## src/rtl/temp_alarm_fsm_param.sv

```systemverilog
// temp_alarm_fsm_param
// Room-temperature alarm state machine with N_LVL thermometer threshold
// inputs, debounced ambient level, fan/LED decodes and a latched
// body-temperature alarm. Exports a state code for the display driver.
// Optional build macro: TEMP_HYST_EN -- when defined, a downward level
// change must be stable for 2*DEB_CNT cycles before it commits.
module temp_alarm_fsm_param #(
  parameter int N_LVL     = 3,
  parameter int LW        = 3,
  parameter int DEB_CNT   = 4,
  parameter int NOTIF_LVL = 1,
  parameter int ABAN_LVL  = 2
) (
  input  logic             clk,
  input  logic             reset,
  input  logic [N_LVL-1:0] t_lvl,
  input  logic             t_corp,
  input  logic             ack,
  output logic             notif,
  output logic             aban,
  output logic             alarm,
  output logic [LW-1:0]    lvl,
  output logic [2:0]       state1
);

  typedef enum logic [2:0] {
    ST_IDLE   = 3'd0,
    ST_PEND   = 3'd1,
    ST_ACTIVE = 3'd2,
    ST_ALARM  = 3'd3
  } state_t;

  localparam logic [7:0] DEB_UP = 8'(DEB_CNT);
`ifdef TEMP_HYST_EN
  localparam logic [7:0] DEB_DN = 8'(2 * DEB_CNT);
`else
  localparam logic [7:0] DEB_DN = 8'(DEB_CNT);
`endif
  localparam logic [LW-1:0] NOTIF_L = LW'(NOTIF_LVL);
  localparam logic [LW-1:0] ABAN_L  = LW'(ABAN_LVL);

  // Registered state
  state_t          state_reg;
  logic [LW-1:0]   lvl_reg;
  logic [LW-1:0]   cand_reg;
  logic [7:0]      cnt_reg;
  logic            corp_cand_reg;
  logic            corp_deb_reg;
  logic [7:0]      corp_cnt_reg;
  logic            alarm_reg;
  logic            notif_reg;
  logic            aban_reg;

  // Next-state values
  state_t          state_next;
  logic [LW-1:0]   lvl_next;
  logic [LW-1:0]   cand_next;
  logic [7:0]      cnt_next;
  logic [7:0]      lvl_thr;
  logic            corp_cand_next;
  logic            corp_deb_next;
  logic [7:0]      corp_cnt_next;
  logic            alarm_next;

  // Priority encoder: each stage overrides the previous one when its bit is
  // set, so the highest set bit wins even for non-thermometer patterns.
  logic [LW-1:0] raw_chain [N_LVL+1];
  logic [LW-1:0] raw_lvl;

  assign raw_chain[0] = '0;
  for (genvar gi = 0; gi < N_LVL; gi++) begin : g_enc
    assign raw_chain[gi+1] = t_lvl[gi] ? LW'(gi + 1) : raw_chain[gi];
  end
  assign raw_lvl = raw_chain[N_LVL];

  // Level debounce: track candidate, count stable cycles, commit on threshold
  always_comb begin
    cand_next = cand_reg;
    cnt_next  = cnt_reg;
    lvl_next  = lvl_reg;
    if (raw_lvl != cand_reg) begin
      cand_next = raw_lvl;
      // Returning to the committed level cancels the pending change.
      cnt_next  = (raw_lvl == lvl_reg) ? 8'd0 : 8'd1;
    end else if (cand_reg != lvl_reg) begin
      if (cnt_reg != 8'hFF) cnt_next = cnt_reg + 8'd1;
    end
    lvl_thr = (cand_next < lvl_reg) ? DEB_DN : DEB_UP;
    if (cnt_next != 8'd0 && cnt_next >= lvl_thr) begin
      lvl_next = cand_next;
      cnt_next = 8'd0;
    end
  end

  // Body-temperature debounce with the same rules, plus the alarm latch
  always_comb begin
    corp_cand_next = corp_cand_reg;
    corp_cnt_next  = corp_cnt_reg;
    corp_deb_next  = corp_deb_reg;
    if (t_corp != corp_cand_reg) begin
      corp_cand_next = t_corp;
      corp_cnt_next  = (t_corp == corp_deb_reg) ? 8'd0 : 8'd1;
    end else if (corp_cand_reg != corp_deb_reg) begin
      if (corp_cnt_reg != 8'hFF) corp_cnt_next = corp_cnt_reg + 8'd1;
    end
    if (corp_cnt_next != 8'd0 && corp_cnt_next >= DEB_UP) begin
      corp_deb_next = corp_cand_next;
      corp_cnt_next = 8'd0;
    end
    // Set dominates; ack only clears once the debounced flag is low.
    alarm_next = corp_deb_next | (alarm_reg & ~ack);
  end

  // State selection by priority from the post-edge values
  always_comb begin
    if (alarm_next)              state_next = ST_ALARM;
    else if (cnt_next != 8'd0)   state_next = ST_PEND;
    else if (lvl_next != '0)     state_next = ST_ACTIVE;
    else                         state_next = ST_IDLE;
  end

  // All state and registered outputs
  always_ff @(posedge clk) begin
    if (reset) begin
      state_reg     <= ST_IDLE;
      lvl_reg       <= '0;
      cand_reg      <= '0;
      cnt_reg       <= 8'd0;
      corp_cand_reg <= 1'b0;
      corp_deb_reg  <= 1'b0;
      corp_cnt_reg  <= 8'd0;
      alarm_reg     <= 1'b0;
      notif_reg     <= 1'b0;
      aban_reg      <= 1'b0;
    end else begin
      state_reg     <= state_next;
      lvl_reg       <= lvl_next;
      cand_reg      <= cand_next;
      cnt_reg       <= cnt_next;
      corp_cand_reg <= corp_cand_next;
      corp_deb_reg  <= corp_deb_next;
      corp_cnt_reg  <= corp_cnt_next;
      alarm_reg     <= alarm_next;
      notif_reg     <= (lvl_next >= NOTIF_L);
      aban_reg      <= (lvl_next >= ABAN_L);
    end
  end

  assign notif  = notif_reg;
  assign aban   = aban_reg;
  assign alarm  = alarm_reg;
  assign lvl    = lvl_reg;
  assign state1 = state_reg;

endmodule
```

## config.mk

```make
export PLATFORM = sky130hd
export DESIGN_NAME = temp_alarm_fsm_param
export DESIGN_NICKNAME = d
export VERILOG_FILES = /design/src/rtl/temp_alarm_fsm_param.sv
export SDC_FILE = /design/constraint.sdc
export NUM_CORES = 1
export LEC_CHECK = 0
export BUFFER_PORTS_ARGS = -buffer_cell sky130_fd_sc_hd__buf_2
export CORE_MARGIN = 4
export CORE_UTILIZATION = 45
export DETAILED_ROUTE_END_ITERATION = 7
export PLACE_DENSITY = 0.62
export SLEW_MARGIN = 20
export SYNTH_ARGS = -nofsm -noshare
export SYNTH_HDL_FRONTEND = slang
export SYNTH_SLANG_ARGS = --single-unit
```

## constraint.sdc

```tcl
create_clock -name clk -period 4.3 [get_ports clk]
set_input_delay 0.86 -clock clk [delete_from_list [all_inputs] [get_ports clk]]
set_output_delay 0.86 -clock clk [all_outputs]
set_load 0.005 [all_outputs]
```

# After elaboration in Yosys (flattened, before gate mapping)
# Cells that the tools add are included.
# W data, S select, Z words.
# word_totals
regBits	30
elab_cells	55
# op_classes
addsub	2
order_cmp	4
eq_ne	8
muxes	19
n_bitwise	3
reduce_logical	8
# ops
cell	n
$mux W8	7
$reduce_bool A8 Y1	3
$add A8 B1 Y8 const B	2
$ge A8 B3 Y1 const B	2
$ne A8 B8 Y1 const B	2
$mux W2	5
$mux W3	2
$mux W1	5
$eq A2 B3 Y1	1
$ge A3 B1 Y1 const B	1
$ge A3 B2 Y1 const B	1
$ne A2 B3 Y1	1
$ne A3 B3 Y1	1
$reduce_bool A3 Y1	1
$reduce_or A3 Y1	1
$logic_and A1 B1 Y1	2
$ne A1 B1 Y1	2
$reduce_or A2 Y1	1
$and A1 B1 Y1	1
$eq A1 B1 Y1	1
$not A1 Y1	1
$or A1 B1 Y1	1

# Depth between registers and ports, before layout
# depth
ltp_word	13
ltp_mapped	7
depth_no_buf	7

# Least setup slack after synthesis
# No wires, ideal clock.
# synth_path
path_kind	input to register
startpoint	input port t_lvl[2]
endpoint	register state_reg[0], in the netlist state1[0]
setup_ns	0.071
arrival_time_ns	2.185
required_time_ns	4.229
path_slack_ns	2.045
path_stages	6
path_buffers	0
cell_sequence	nor3b_1 o21ai_0 a21oi_1 o311ai_0 a221oi_1 o21bai_1
# synth_between
elab_chain_cells	10
# synth_lines
item	line	text
start: declaration	16	input logic [N_LVL-1:0] t_lvl,
$mux W2 (*)	72	assign raw_chain[gi+1] = t_lvl[gi] ? LW'(gi + 1) : raw_chain[gi];
$eq A2 B3 Y1	84	cnt_next = (raw_lvl == lvl_reg) ? 8'd0 : 8'd1;
$mux W1	84	
$mux W8 (*)	81	if (raw_lvl != cand_reg) begin
$ge A8 B3 Y1 or $reduce_bool A8 Y1 (tied branches)	89	if (cnt_next != 8'd0 && cnt_next >= lvl_thr) begin
$logic_and A1 B1 Y1	89	
$mux W8 (*)	89	
$reduce_bool A8 Y1 (*)	117	else if (cnt_next != 8'd0) state_next = ST_PEND;
$mux W2 (*)	117	
$mux W2 (*)	116	if (alarm_next) state_next = ST_ALARM;
end signal: assignment	136	state_reg <= state_next;
end: declaration	43	state_t state_reg;
# Every way passes the cells marked *; elsewhere a longest branch is shown, timed or not.
# A chain may end at the register's enable or synchronous reset.

# Worst setup path after layout
# layout_path
startpoint	register corp_deb_reg
endpoint	register state_reg[1], in the netlist state1[1]
# layout_between
elab_chain_cells	8
# layout_lines
item	line	text
start: declaration	48	logic corp_deb_reg;
start signal: assignment	141	corp_deb_reg <= corp_deb_next;
$ne A1 B1 Y1 or $eq A1 B1 Y1 (tied branches)	103, 102	
$mux W8 or $mux W1 (tied branches)	103, 102	
$mux W8	100	if (t_corp != corp_cand_reg) begin
$ge A8 B3 Y1 or $reduce_bool A8 Y1 (tied branches)	106	if (corp_cnt_next != 8'd0 && corp_cnt_next >= DEB_UP) begin
$logic_and A1 B1 Y1	106	
$mux W1 (*)	106	
$or A1 B1 Y1 (*)	111	alarm_next = corp_deb_next | (alarm_reg & ~ack);
$mux W2 (*)	116	
# Marked as above.

==> reports/results.md <==
* highest ir drop seen on vdd: 0.170 mV
* share of the clock period used by the worst path after layout: 56.9%
* most frequent standard cell in the layout excluding fill and tap cells: dfxtp_1
* required time worst endpoint: 4.51 ns
* category of the worst setup path capture point: register
* Hold-fix buffers, CTS: 0
* Layout Skew: 0.00819 ns
* minimum period implied by the final worst setup slack: 2.45 ns
* Setup TNS: 0 ns
* reg2reg end: state1[1]
* via-per-instance ratio: 5.29
* CTS clock-pin slew for the worst setup and hold paths: 0.09 ns
* number of maximum-capacitance violations: 0
* count of non-filler cells in the finished layout: 224
* total iterations of the first detailed-routing run: 4
* run status: finished, final reports clean
* count of final hold-check violations: 0
* power per unit of standard cell area: 331 mW/mm2
* clock latency reported for the late side of the worst-skew pair: 0.32 ns
* element type at the critical path start: register
* fillcell total: 293
* number of enable flip-flop cells after synthesis: 0
* Clock H-tree levels: 2
* count of pins over their slew limit: 0
* most frequently used flop master after synthesis: dfxtp_1
* number of global-route vias before repair: 1213
* Finished Cell Area: 0.00162 mm2
* post-synthesis sequential element count: 29
* cells resized by post-CTS repair: 0
* die area: 0.00410 mm2
* measured slew at the worst slew-check pin: 0.656 ns
* hold-critical path endpoint: lvl[2]
* pin count of the biggest net entering global routing: 15
* Port Buffers: 14
* number of antenna violations at the first check in global routing: 0
* setup repair after global routing missed its margin: no
* core footprint: 0.00303 mm2
* number of remaining DRC errors: 0
* cts bufs inserted: 5
* DRT antenna net count: 0
* total via count in the routed design: 1186
* Placer Congestion: 0.780
* clock net sink count: 29
* routed wire length: 2.73 mm
* Min-Delay Path Class: register to register
* Synth async-reset ratio: 0%
* startpoint of the worst hold path: lvl[2]
* R2R cell count: 6
* peak clock frequency supported by timing: 0.409 GHz
* number of top-level design ports: 16
* Hold Path Cell Cnt: 1
* share of final-layout standard cells stronger than drive strength 1: 17.2%
* Critical R2R Launch: corp_deb_reg
* number of DRC violations after detailed-routing iteration 0: 58
* setup slack of the worst register-to-register path: 1.85 ns
* worst path arrival time: 2.66 ns
* number of buffers between clock root and the deepest sink: 2
* core occupancy in the finished layout: 53.5%
* Post-CTS Repair Setup Buffers: 0
* detailed-placement wirelength estimate: 2.08 mm
* clock tree from TritonCTS: done
* Initial Util: 46.7%
* Yosys cell types: 53
* final worst hold slack: 0.569 ns
* site row count: 20
* Worst slew margin: 56.3%
* DR WL/cell: 12.2 um
* warning count from the yosys run: 0
* cell chosen for the clock root: clkbuf_4
* synthesis-to-layout area growth: 14.6%
* post-synthesis instance area: 0.00141 mm2
* number of inserted diodes: 0
* all-layer global routing usage: 14.9%
* synthesized netlist cell count: 148
* placed inst area: 0.00157 mm2
* final setup violation count: 0
* Die Y-Extent: 64.1 um
* total congestion overflow: 0
* fraction of the yosys area taken by sequential cells: 41.1%
* die outline width: 64.1 um
* Critical Setup Path Class: register to register
* total leakage power: 0.000701 uW
* Nets: 190
* peak fanout along the critical path: 6
* average cell area after synthesis: 9.55 um2
* top library cells by usage in the layout, fill and taps aside: dfxtp_1 (29), conb_1 (14), buf_2 (14), nor2_1 (12)
* Cells after DPL: 216
* global-route wire length before repair: 4.84 mm
-- cell type report --
cell class                      count  area, um2  area share, %
Timing Repair Buffer               14       70.1           4.32
Tap cell                           44       55.1           3.40
Inverter                            5       18.8           1.16
Sequential cell                    29        581           35.8
Multi-Input combinational cell    124        847           52.3
Clock buffer                        8       48.8           3.01
-- worst max path at each step --
| stage | slack, ns | from | depth (start not counted) | endpoint |
|---|---|---|---|---|
| finish | 1.85 | corp_deb_reg | 6 | state1[1] |
| global route | 1.66 | corp_deb_reg | 6 | state1[1] |
| global placement | 1.72 | t_lvl[2] | 7 | state1[0] |
| floorplan | 2.04 | t_lvl[2] | 6 | state1[0] |
| detailed placement | 1.62 | t_lvl[2] | 7 | state1[0] |
| CTS | 1.84 | corp_deb_reg | 6 | state1[1] |
-- worst max-delay path, stage by stage (launching register included) --
cell,delay (ns)
dfxtp_1,0.46
xor2_2,0.31
nor3b_1,0.25
mux2_2,0.38
or4_4,0.50
a221oi_2,0.31
o22ai_1,0.13
-- through the flow --
stage	setup slack (ns)	power [uW]
global route	1.66	571
detailed placement	1.62	391
finish	1.85	536
global placement	1.72	387
floorplan	2.04	366
CTS	1.84	546
-- Yosys cell counts (2+ instances only) --
cell type / n / share of area [%]
dfxtp_1: 29 / 41
nor2_1: 12 / 3.2
a21oi_1: 6 / 2.1
nand2_1: 6 / 1.6
nand3_1: 6 / 2.1
and3_1: 5 / 2.2
inv_1: 5 / 1.3
nor3_1: 5 / 1.8
nor3b_1: 5 / 2.7
ha_1: 4 / 3.5
o21ai_0: 4 / 1.4
xnor2_1: 4 / 2.5
xor2_1: 4 / 2.5
mux2i_1: 3 / 2.1
o21bai_1: 3 / 1.6
a21o_1: 2 / 1.1
a31oi_1: 2 / 0.88
a41oi_1: 2 / 1.2
and2_1: 2 / 0.88
mux2_2: 2 / 1.6
nand2b_1: 2 / 0.88
o31a_1: 2 / 1.2
o41ai_1: 2 / 1.2
or3_1: 2 / 0.88
-- kinds of logic (layout without fill, tap and decap cells) --
logic type | Yosys count | in the layout | share of synthesized area [%]
xor+xnor | 9 | 9 | 6.11
mux | 5 | 5 | 3.72
simple gates | 53 | 53 | 21.2
other cells | 1 | 14 | 0.265
compound gates | 39 | 39 | 21.6
buf+inv | 8 | 27 | 2.48
flops | 29 | 29 | 41.1
fa+ha+maj | 4 | 4 | 3.54
-- routing by layer --
| metal | GRT usage [%] | vias up | share of wire, % |
|---|---|---|---|
| li1 | - | 606 | - |
| met1 | 14.6 | 556 | 43 |
| met2 | 27.9 | 17 | 51 |
| met3 | 5.80 | 7 | 3.8 |
| met4 | 5.39 | 0 | 1.9 |
| met5 | 0 | - | 0 |
-- where the power goes --
group | internal [uW] | switching, uW
Combinational | 38.1 | 43.1
Clock | 65.0 | 85.9
Sequential | 286 | 17.4
No activity file was read; power rests on OpenSTA's default activity.
